[src/rtl/multimode_countdown_if.sv]
// multimode_countdown_if
//   Bundles the command inputs and status outputs of multimode_countdown.
//   master modport: the controlling side (drives commands, observes status).
//   slave modport : the counter itself.
//   Signals:
//     i_tick   decrement strobe
//     i_start  load-and-run / resume command
//     i_pause  freeze command
//     i_clear  abort to idle
//     i_mode   0 = one-shot, 1 = auto-reload (sampled on a start-load)
//     i_limit  start value (sampled on a start-load)
//     o_value  current count
//     o_expire one-cycle terminal-count pulse
//     o_busy   counting or paused
//     o_done   one-shot finished
interface multimode_countdown_if #(
  parameter int WIDTH = 7
);
  logic             i_tick;
  logic             i_start;
  logic             i_pause;
  logic             i_clear;
  logic             i_mode;
  logic [WIDTH-1:0] i_limit;
  logic [WIDTH-1:0] o_value;
  logic             o_expire;
  logic             o_busy;
  logic             o_done;

  modport master (
    output i_tick, i_start, i_pause, i_clear, i_mode, i_limit,
    input  o_value, o_expire, o_busy, o_done
  );

  modport slave (
    input  i_tick, i_start, i_pause, i_clear, i_mode, i_limit,
    output o_value, o_expire, o_busy, o_done
  );
endinterface

[src/rtl/multimode_countdown.sv]
// multimode_countdown
//   Down-counter with one-shot and auto-reload modes, pause/resume and
//   synchronous clear. Command priority each cycle: clear > start > pause > tick.
//   Ports:
//     i_clk      clock, all state changes on the rising edge
//     i_reset_n  asynchronous active-low reset
//     bus        multimode_countdown_if.slave (commands in, status out)
//   All outputs come straight from flops or from the registered state.
module multimode_countdown #(
  parameter int WIDTH = 7
) (
  input  logic                  i_clk,
  input  logic                  i_reset_n,
  multimode_countdown_if.slave  bus
);

  typedef enum logic [1:0] {
    ST_IDLE   = 2'd0,
    ST_RUN    = 2'd1,
    ST_PAUSED = 2'd2,
    ST_DONE   = 2'd3
  } state_e;

  localparam logic [WIDTH-1:0] ONE = WIDTH'(1);

  state_e           state_q, state_d;
  logic [WIDTH-1:0] count_q, count_d;
  logic [WIDTH-1:0] reload_q, reload_d;
  logic             mode_q, mode_d;
  logic             expire_q, expire_d;
  logic             limit_valid;

  assign limit_valid = (bus.i_limit != '0);

  always_ff @(posedge i_clk or negedge i_reset_n) begin
    if (!i_reset_n) begin
      state_q  <= ST_IDLE;
      count_q  <= '0;
      reload_q <= '0;
      mode_q   <= 1'b0;
      expire_q <= 1'b0;
    end else begin
      state_q  <= state_d;
      count_q  <= count_d;
      reload_q <= reload_d;
      mode_q   <= mode_d;
      expire_q <= expire_d;
    end
  end

  always_comb begin
    state_d  = state_q;
    count_d  = count_q;
    reload_d = reload_q;
    mode_d   = mode_q;
    expire_d = 1'b0;

    if (bus.i_clear) begin
      state_d = ST_IDLE;
      count_d = '0;
    end else if (bus.i_start) begin
      if (state_q == ST_PAUSED) begin
        // Resume keeps the frozen count and the originally sampled settings.
        state_d = ST_RUN;
      end else if (limit_valid) begin
        // A restart also wins over a coincident terminal tick, so no expire.
        state_d  = ST_RUN;
        count_d  = bus.i_limit;
        reload_d = bus.i_limit;
        mode_d   = bus.i_mode;
      end
      // A zero limit outside PAUSED consumes the cycle with no effect.
    end else if (bus.i_pause) begin
      if (state_q == ST_RUN) begin
        state_d = ST_PAUSED;
      end
    end else if (bus.i_tick && (state_q == ST_RUN)) begin
      if (count_q > ONE) begin
        count_d = count_q - ONE;
      end else begin
        // Terminal count: the count never goes below 1 while running, so
        // this branch replaces the decrement that would otherwise wrap.
        expire_d = 1'b1;
        if (mode_q) begin
          count_d = reload_q;
        end else begin
          count_d = '0;
          state_d = ST_DONE;
        end
      end
    end
  end

  assign bus.o_value  = count_q;
  assign bus.o_expire = expire_q;
  assign bus.o_busy   = (state_q == ST_RUN) || (state_q == ST_PAUSED);
  assign bus.o_done   = (state_q == ST_DONE);

endmodule

[src/flat_wrapper.sv]
// flat-port wrapper written by rule: the top's interface ports become plain ports
module multimode_countdown_flat 
#(
  parameter int WIDTH = 7
)
  (i_clk, i_reset_n, bus_i_tick, bus_i_start, bus_i_pause, bus_i_clear, bus_i_mode, bus_i_limit, bus_o_value, bus_o_expire, bus_o_busy, bus_o_done);
  multimode_countdown_if #(.WIDTH(WIDTH)) bus_i ();
  input  logic i_clk;
  input  logic i_reset_n;
  input wire logic [$bits(bus_i.i_tick)-1:0] bus_i_tick;
  input wire logic [$bits(bus_i.i_start)-1:0] bus_i_start;
  input wire logic [$bits(bus_i.i_pause)-1:0] bus_i_pause;
  input wire logic [$bits(bus_i.i_clear)-1:0] bus_i_clear;
  input wire logic [$bits(bus_i.i_mode)-1:0] bus_i_mode;
  input wire logic [$bits(bus_i.i_limit)-1:0] bus_i_limit;
  output wire logic [$bits(bus_i.o_value)-1:0] bus_o_value;
  output wire logic [$bits(bus_i.o_expire)-1:0] bus_o_expire;
  output wire logic [$bits(bus_i.o_busy)-1:0] bus_o_busy;
  output wire logic [$bits(bus_i.o_done)-1:0] bus_o_done;
  assign bus_i.i_tick = bus_i_tick;
  assign bus_i.i_start = bus_i_start;
  assign bus_i.i_pause = bus_i_pause;
  assign bus_i.i_clear = bus_i_clear;
  assign bus_i.i_mode = bus_i_mode;
  assign bus_i.i_limit = bus_i_limit;
  assign bus_o_value = bus_i.o_value;
  assign bus_o_expire = bus_i.o_expire;
  assign bus_o_busy = bus_i.o_busy;
  assign bus_o_done = bus_i.o_done;
  multimode_countdown #(.WIDTH(WIDTH)) u_core (.i_clk(i_clk), .i_reset_n(i_reset_n), .bus(bus_i));
endmodule
[config.mk]
export PLATFORM = sky130hd
export DESIGN_NAME = multimode_countdown_flat
export DESIGN_NICKNAME = d
export VERILOG_FILES = /design/src/rtl/multimode_countdown_if.sv /design/src/rtl/multimode_countdown.sv /design/src/flat_wrapper.sv
export SDC_FILE = /design/constraint.sdc
export NUM_CORES = 1
export LEC_CHECK = 0
export BUFFER_PORTS_ARGS = -buffer_cell sky130_fd_sc_hd__buf_2
export CORE_MARGIN = 3
export CORE_UTILIZATION = 50
export CTS_BUF_LIST = sky130_fd_sc_hd__clkbuf_8
export CTS_CLUSTER_DIAMETER = 200
export DETAILED_ROUTE_END_ITERATION = 16
export PLACE_DENSITY = 0.77
export RECOVER_POWER = 25
export SETUP_SLACK_MARGIN = 0.4
export SLEW_MARGIN = 0
export SYNTH_ARGS = -nofsm -noshare
export SYNTH_HDL_FRONTEND = slang
export SYNTH_SLANG_ARGS = --single-unit
[constraint.sdc]
create_clock -name i_clk -period 2.2 [get_ports i_clk]
set_input_delay 0.11 -clock i_clk [delete_from_list [all_inputs] [get_ports i_clk]]
set_output_delay 0.11 -clock i_clk [all_outputs]
set_load 0.01 [all_outputs]
After elaboration in Yosys (flattened, before gate mapping)
Cells that the tools add are included.
{ "classes": {"add_sub_neg": 1, "order_cmp": 1, "eq_ne": 10, "muxes": 22, "n_bitwise": 2, "reduce_logical": 8} }
{ "op_table": {"columns": ["operator", "count"], "rows": [
  ["7-bit 2-to-1 mux", 8],
  ["2-bit 2-to-1 mux", 9],
  ["4-bit != test, second input constant", 2],
  ["4-bit AND reduction", 2],
  ["7-bit by 1-bit greater-than comparator with 1-bit output, second input constant", 1],
  ["7-bit nonzero test", 1],
  ["7-bit by 1-bit subtractor with 7-bit output, second input constant", 1],
  ["1-bit 2-to-1 mux", 5],
  ["5-bit AND reduction", 1],
  ["2-bit == test, second input constant", 2],
  ["4-bit by 1-bit != test with 1-bit output, second input constant", 1],
  ["4-bit by 2-bit != test with 1-bit output, second input constant", 1],
  ["4-bit nonzero test", 1],
  ["3-bit by 1-bit != test with 1-bit output, second input constant", 1],
  ["3-bit by 2-bit != test with 1-bit output, second input constant", 1],
  ["3-bit != test, second input constant", 1],
  ["3-bit nonzero test", 1],
  ["2-bit by 1-bit == test with 1-bit output, second input constant", 1],
  ["1-bit inverter", 2],
  ["1-bit logical AND", 1],
  ["1-bit logical OR", 1]
]} }
{ "totals": {"reg_bits": 18, "out_inout_bits": 10, "word_cells": 49} }

Logic depth before layout (Yosys ltp)
Gate-level depths: netlist of the first run.
{ "depth": {"word_depth": 6, "ltp_mapped": 7, "mapped_depth_nobuf": 6} }

Worst setup path after synthesis of the first run
OpenSTA, ideal clock, no wires.
{ "synth_timing": {"path_kind": "register to register", "startpoint": "reg u_core.count_q[1] (netlist: u_core.bus.o_value[1])", "endpoint": "reg u_core.count_q[0] (netlist: u_core.bus.o_value[0])", "setup_ns": 0.126, "t_arrival_ns": 1.652, "required_time_ns": 2.074, "path_slack_ns": 0.422, "stages_incl_launch_ff": 8, "synth_period_minus_slack_ns": 1.778, "path_cell_list": "dfrtp_1 -> inv_1 -> ha_1 -> o21bai_1 -> and3_1 -> buf_6 -> mux2i_1 -> a221o_1"} }
{ "synth_between": {"elab_chain_len": 6} }
{ "synth_lines": {"columns": ["item", "line_no", "text"], "rows": [
  ["start, declared", "multimode_countdown.sv:27", "logic [WIDTH-1:0] count_q, count_d;"],
  ["start signal, assigned", "multimode_countdown.sv:44", "count_q <= count_d;"],
  ["7-bit by 1-bit greater-than comparator with 1-bit output", "multimode_countdown.sv:78", "if (count_q > ONE) begin"],
  ["7-bit 2-to-1 mux", "multimode_countdown.sv:78", null],
  ["7-bit 2-to-1 mux", "multimode_countdown.sv:77", "end else if (bus.i_tick && (state_q == ST_RUN)) begin"],
  ["7-bit 2-to-1 mux", "multimode_countdown.sv:73", "end else if (bus.i_pause) begin"],
  ["7-bit 2-to-1 mux", "multimode_countdown.sv:61", "end else if (bus.i_start) begin"],
  ["7-bit 2-to-1 mux", "multimode_countdown.sv:58", "if (bus.i_clear) begin"]
]} }
No other way between the ends. The select of a mux whose other input is x is not followed.
A chain may end at the register's enable or synchronous reset.

Final worst setup path of the first run
{ "layout_timing": {"startpoint": "reg u_core.count_q[4] (netlist: u_core.bus.o_value[4])", "endpoint": "reg u_core.count_q[4] (netlist: u_core.bus.o_value[4])"} }
{ "layout_between": {"elab_chain_len": 6, "elab_cells_between_ends": 7} }
{ "layout_lines": {"columns": ["item", "line_no"], "rows": [
  ["7-bit by 1-bit subtractor with 7-bit output / 7-bit by 1-bit greater-than comparator with 1-bit output (equally long branches)", "multimode_countdown.sv:79, multimode_countdown.sv:78"],
  ["7-bit 2-to-1 mux *", "multimode_countdown.sv:78"],
  ["7-bit 2-to-1 mux *", "multimode_countdown.sv:77"],
  ["7-bit 2-to-1 mux *", "multimode_countdown.sv:73"],
  ["7-bit 2-to-1 mux *", "multimode_countdown.sv:61"],
  ["7-bit 2-to-1 mux *", "multimode_countdown.sv:58"]
]} }
Mark *: on every way between the ends. The rest lies on a longest branch, timed or not. The select of a mux whose other input is x is not followed.

==> results of run 1 <==
## layout by cell type (no fill, tap or decap), drive strengths merged, types with 2 or more instances in the layout
cell type / count
nor2b: 3
o21ai: 4
a221o: 2
a311oi: 3
inv: 11
dfrtp: 18
and2: 4
a2111oi: 2
buf: 29
ha: 5
a31oi: 3
nand3: 3
nor3b: 2
a31o: 2
nand2: 8
o211ai: 3
clkbuf: 4
a21oi: 2
mux2: 6
a41oi: 2
xnor2: 2
nor2: 5
mux2i: 3
nor4: 3
## worst max-delay path, cell delays in order (launching register included)
cell and delay [ns]:
dfrtp_1 0.45, nor4_4 0.42, and3_4 0.31, mux2_2 0.34, o211ai_1 0.15
## kinds of logic after synthesis
kind of cell / after synthesis / share of synthesized area [%]
adders and majority gates: 5 / 5.35
xor gates and xnor gates: 2 / 1.50
muxes: 9 / 8.35
DFF: 18 / 38.5
buffers and inverters: 15 / 5.67
AOI/OAI and AO/OA: 33 / 23.1
and+or+nand+nor: 32 / 17.5
## flip-flops by register name, summed over array words and instances, names as in the netlist
| name | cells |
|---|---|
| u_core.bus.o_expire | 1 |
| u_core.state_q | 2 |
| u_core.reload_q | 7 |
| u_core.mode_q | 1 |
| u_core.bus.o_value | 7 |
## layout make-up
| type | instances | area [um^2] |
|---|---|---|
| timing repair buffer | 31 | 176 |
| inverter | 11 | 41.3 |
| fill | 170 | 666 |
| tap | 27 | 33.8 |
| multi-input combinational | 81 | 671 |
| sequential | 18 | 453 |
| clock buffer | 3 | 41.3 |
## worst paths after layout
| check | slack (ns) | endpoint | cells past startpoint | start |
|---|---|---|---|---|
| worst min-delay path | 0.1 | u_core.mode_q$_DFFE_PN0P_ | 2 | bus_i_mode |
| worst max register to register | 0.44 | u_core.bus.o_value[4]$_DFFE_PN0P_ | 4 | u_core.bus.o_value[4]$_DFFE_PN0P_ |
| worst max-delay path | 0.44 | u_core.bus.o_value[4]$_DFFE_PN0P_ | 4 | u_core.bus.o_value[4]$_DFFE_PN0P_ |
| max in group asynchronous | 0.99 | u_core.bus.o_value[0]$_DFFE_PN0P_ | 2 | i_reset_n |
| min in group asynchronous | 0.54 | u_core.reload_q[5]$_DFFE_PN0P_ | 2 | i_reset_n |
| worst min register to register | 0.52 | u_core.reload_q[0]$_DFFE_PN0P_ | 1 | u_core.reload_q[0]$_DFFE_PN0P_ |
## per-stage QoR
| stage | setup slack (ns) | power (mW) | hold slack, ns | utilization [%] | area, um^2 |
|---|---|---|---|---|---|
| floorplan | 0.422 | 0.615 | -0.186 | - | 1170 |
| global placement | 0.391 | 0.687 | 0.0661 | 63.2 | 1320 |
| detailed placement | 0.310 | 0.695 | 0.0682 | 63.2 | 1320 |
| CTS | 0.380 | 0.930 | 0.0926 | 66.2 | 1380 |
| global route | 0.377 | 1.01 | 0.0977 | 68.0 | 1420 |
| finish | 0.439 | 0.952 | 0.0954 | 68.0 | 1420 |
## power by group
group	total (mW)	switching [mW]	internal [mW]
Clock	0.225	0.103	0.121
Sequential	0.426	0.0531	0.373
Combinational	0.301	0.149	0.152
Total	0.952	0.305	0.647
## layer usage
metal	vias to the layer above	global-route usage (%)	wire, um
li1	490	-	-
met5	-	0	0
met1	489	28.1	1290
met3	5	3.27	116
met2	30	34.9	1420
met4	0	7.47	24
## repair_timing
action,CTS,global route
setup endpoints to repair,6,13
setup buffers,0,4
pin swaps,0,3
hold buffers,1,0
gates resized for setup,4,6
endpoints found under the hold margin,18,0
==> reports/results.ini, run 1 <==
[timing]
fin_crit_ns=1.76
fin_crit_sh_pct=80.0
tns_ns=0
relSlewSlack_pct=33.6
worst_pin_slew_ns=0.996
hold_viol=0
rsz0062_at_grt=yes
setup_viol=0
finalClockSkew_ns=0.000587
clock.fmax_ghz=0.568
finalMaxSlewViolations=0

[placed_design]
io_buffers=23
gp_congestion=0.918
dpl.hpwl_mm=2.05
dp.cells=163

[layout]
area_growth_syn_to_layout_pct=21.2
diodes=0
nets=165
stdcell_count=171
drive_above_1_share_pct=36.8

[yosys]
synth_nets=133
yosysWarningCount=0
synthArstFlopShare_pct=100
synth_ff_type=dfrtp_1
synth_area_leaders=dfrtp_1, mux2_2, ha_1
synth_edf_count=0
ys_seq_elements=18
yosys.area.top_type_share_pct=38.5
synth_commonest_cells=dfrtp_1, inv_1, nand2_1, mux2_2
synth_area_um2=1170
synth_most_common_cell=dfrtp_1
syn_area_per_cell_um2=10.3
ys_seq_area_share_pct=38.5
synth_cell_types=42
syn_inst=114
yosys.area.top_type=dfrtp_1

[setup_path]
crit_type=reg2reg
cp.arrival_ns=1.93
required_ns=2.37
endpoint_kind=flop
critPathMaxFanout=7
cp-start-kind=flop

[route]
wl_per_cell_um=16.7
drtIter0Drc=55
dr.pass1.iters=4
routed_wl_mm=2.85
drc=0
ant_nets=0
via_per_inst=5.93
dr_total_vias=1014

[floorplan]
fp.dieH_um=54.3
initial_core_util_pct=56.1
die-area_um2=2950
num_rows=16
placeableCoreArea_um2=2080
ios=24
die_w_um=54.3

[grt]
grt_max_degree=19
grt_overflow=0
grt_pass1_vias=1003
grt_usage_pct=21.2
grt_antenna_before_repair=0
grt_pass1_wl_mm=4.53

[run]
max_cap_viol_count=0

[cts]
h-tree-depth=1
insertion_delay_ns=0.25
cts_tree=built
clk_path_buf_depth=2
clk_pin_slew_ns=0.06
cts.sinks=18
cts_buffers=3
ctsRootBufferMaster=clkbuf_8

[power]
vdd_ir_drop_max_v=0.000480
powerDensity_nw_per_um2=672
p_leak_nw=0.644

[hold_path]
hp-class=in2reg

[status]
status=finished, final reports clean

Power figures use the tool's default switching activity.
==> inputs of run 2 (changes only) <==
--- a/config.mk
+++ b/config.mk
@@ -11,7 +11,7 @@
 export CTS_BUF_LIST = sky130_fd_sc_hd__clkbuf_8
 export CTS_CLUSTER_DIAMETER = 200
 export DETAILED_ROUTE_END_ITERATION = 16
-export PLACE_DENSITY = 0.77
+export PLACE_DENSITY = 0.8
 export RECOVER_POWER = 25
 export SETUP_SLACK_MARGIN = 0.4
 export SLEW_MARGIN = 0
==> constraint.sdc (replaced) <==
create_clock -name i_clk -period 1.43 [get_ports i_clk]
set_input_delay 0.0715 -clock i_clk [delete_from_list [all_inputs] [get_ports i_clk]]
set_output_delay 0.0715 -clock i_clk [all_outputs]
set_load 0.01 [all_outputs]
==> reports/results.ini, run 2 (synthesized netlist as in run 1, its figures left out) <==
[status]
status=finished with violations
violations=negative setup slack

[cts]
insertion_delay_ns=0.26  ; about the same
clk_pin_slew_ns=0.07  ; about the same
h-tree-depth=1  ; unchanged
cts_tree=built
cts_buffers=3  ; unchanged
clk_path_buf_depth=2  ; unchanged
cts.sinks=18  ; unchanged
ctsRootBufferMaster=clkbuf_8

[layout]
drive_above_1_share_pct=63.3  ; +27 points
layout_common_cells=buf_4, buf_2, buf_6, dfrtp_1
nets=200  ; +21%
diodes=0  ; unchanged
area_growth_syn_to_layout_pct=67.7
final_common_cell=buf_4
final_util_pct=94.1  ; +26 points
stdcell_area_um2=1960  ; +38%

[timing]
finalClockSkew_ns=0.00656  ; +0.00598 ns
worst_pin_slew_ns=1.03  ; +0.0308 ns
worst_slack_ns=-0.277  ; -0.717 ns
finalMaxSlewViolations=0  ; unchanged
tns_ns=-3.08  ; -3.08 ns
fin_crit_ns=1.71  ; -0.0532 ns
relSlewSlack_pct=31.6  ; -2.1 points
clock.fmax_ghz=0.586  ; +3.1%
rsz0062_at_grt=yes
holdWs_ns=0.0450  ; -0.0504 ns
setup_viol=18  ; +18
hold_viol=0  ; unchanged
fin_crit_sh_pct=119  ; +39 points

[placed_design]
gp_congestion=0.870  ; -5.3%
io_buffers=23  ; unchanged
place_ws_ns=-0.312  ; -0.621 ns
postPlaceCellArea_um2=1570  ; +19%
dpl.hpwl_mm=2.51  ; +22%

[hold_path]
hp-class=in2reg
hp-start=bus_i_mode
min_to=u_core.mode_q$_DFFE_PN0P_
holdPathStages=2  ; unchanged

[run]
max_cap_viol_count=0  ; unchanged

[power]
seqPwrFrac_pct=33.5  ; -11 points
powerDensity_nw_per_um2=1000  ; +49%
p_sw_mw=0.687  ; +130%
p_leak_nw=0.901  ; +40%
pwr-share-comb_pct=45.0  ; +13 points
p_clk_share_pct=21.5  ; -2.1 points
swShare_pct=35.0  ; +2.9 points
power.internal_mw=1.28  ; +97%
vdd_ir_drop_max_v=0.000825  ; +72%

[floorplan]
placeableCoreArea_um2=2080  ; unchanged
initial_core_util_pct=56.1  ; unchanged
ios=24  ; unchanged
die_w_um=54.3  ; unchanged
fp.dieH_um=54.3  ; unchanged
die-area_um2=2950  ; unchanged
num_rows=16  ; unchanged

[setup_path]
rrSetupSlack_ns=-0.28  ; -0.72 ns
crit_chain=inv_2 > ha_2 > buf_4 > nor3b_2 > a41oi_2 > nor2_1 > a311oi_1
slowest_delay_ns=0.46  ; about the same
required_ns=1.57  ; -0.80 ns
crit_type=reg2reg
cp-start-kind=flop
cp_slowest_cell=dfrtp_1
cp.arrival_ns=1.85  ; -0.08 ns
r2r_cells=7  ; +3
timing.rr.end=u_core.state_q[1]$_DFFE_PN0P_
endpoint_kind=flop
critPathMaxFanout=3  ; -4
timing.rr.start=u_core.state_q[1]$_DFFE_PN0P_

[route]
wl_per_cell_um=26.5  ; +59%
dr_total_vias=1415  ; +40%
via_per_inst=6.84  ; +15%
routed_wl_mm=5.49  ; +93%
drtIter0Drc=76  ; +38%
ant_nets=0  ; unchanged
dr.pass1.iters=4  ; unchanged
drc=0  ; unchanged

[grt]
grt_max_degree=19  ; unchanged
grt_overflow=0  ; unchanged
grt_usage_pct=37.4  ; +16 points
grt_pass1_wl_mm=7.51  ; +66%
grt_pass1_vias=1419  ; +41%
grt_antenna_before_repair=0  ; unchanged

==> run 2: changes by cell type in the layout (fill, tap and decap cells not counted), moves of 3 or more <==
| cell | delta |
|---|---|
| buf_2 | -4 |
| mux2_4 | +6 |
| ha_4 | +4 |
| ha_1 | -4 |
| inv_4 | +3 |
| mux2_2 | -6 |
| inv_1 | -5 |
| buf_4 | +21 |
| buf_6 | +18 |
==> run 2: power by group through the flow <==
| stage | registers (mW) | clock network (mW) | logic (mW) |
|---|---|---|---|
| global placement | 0.641 | 0 | 0.557 |
| finish | 0.658 | 0.422 | 0.883 |
| detailed placement | 0.645 | 0 | 0.583 |
| CTS | 0.643 | 0.410 | 0.712 |
| global route | 0.660 | 0.453 | 0.930 |
| floorplan | 0.648 | 0 | 0.344 |
==> run 2: worst max-delay path by stage <==
stage / startpoint / slack [ns] / to / cells after the start
final: u_core.state_q[1]$_DFFE_PN0P_ / -0.28 / u_core.state_q[1]$_DFFE_PN0P_ / 7
after CTS: u_core.bus.o_value[1]$_DFFE_PN0P_ / -0.16 / u_core.bus.o_value[4]$_DFFE_PN0P_ / 6
after global placement: u_core.bus.o_value[1]$_DFFE_PN0P_ / -0.22 / u_core.bus.o_value[4]$_DFFE_PN0P_ / 6
after detailed placement: u_core.bus.o_value[1]$_DFFE_PN0P_ / -0.31 / u_core.bus.o_value[4]$_DFFE_PN0P_ / 6
after global routing: u_core.bus.o_value[2]$_DFFE_PN0P_ / -0.38 / u_core.bus.o_value[1]$_DFFE_PN0P_ / 4
after floorplan: u_core.bus.o_value[4]$_DFFE_PN0P_ / -0.24 / u_core.bus.o_value[4]$_DFFE_PN0P_ / 5
==> run 2: layout make-up <==
class | count | area [um^2]
clock buffer | 4 | 55.1
fill | 66 | 123
inverter | 11 | 48.8
multi-input combinational | 81 | 850
sequential | 18 | 455
tap | 27 | 33.8
timing repair buffer | 66 | 517
==> run 2: critical path: cells and delay by family, from the launching register on <==
family / cells / cell delay [ns]
adder cells (fa/ha/maj): 1 / 0.22
AND/OR/NAND/NOR: 2 / 0.15
AO/OA/AOI/OAI: 2 / 0.50
buffers and inverters: 2 / 0.26
flip-flops: 1 / 0.46
==> run 2: routing by layer <==
layer | global-route usage (%) | routed length [um]
met5 | 0 | 0
met3 | 8.17 | 604
met1 | 41.3 | 1800
met4 | 26.1 | 528
met2 | 63.1 | 2550
==> run 2: metrics by stage <==
| step | cells | total power [mW] |
|---|---|---|
| 2_1_floorplan | 114 | 0.992 |
| 3_3_place_gp | 189 | 1.20 |
| 3_5_place_dp | 189 | 1.23 |
| 4_1_cts | 201 | 1.76 |
| 5_1_grt | 207 | 2.04 |
| 6_report | 207 | 1.96 |
==> run 2: timing repair <==
item,in CTS,in global routing
resized for setup,37,16
buffers inserted,7,6
gates cloned,0,0
endpoints found under the hold margin,18,0
setup endpoints to repair,21,24
pin swaps,13,6
hold buffers,1,0
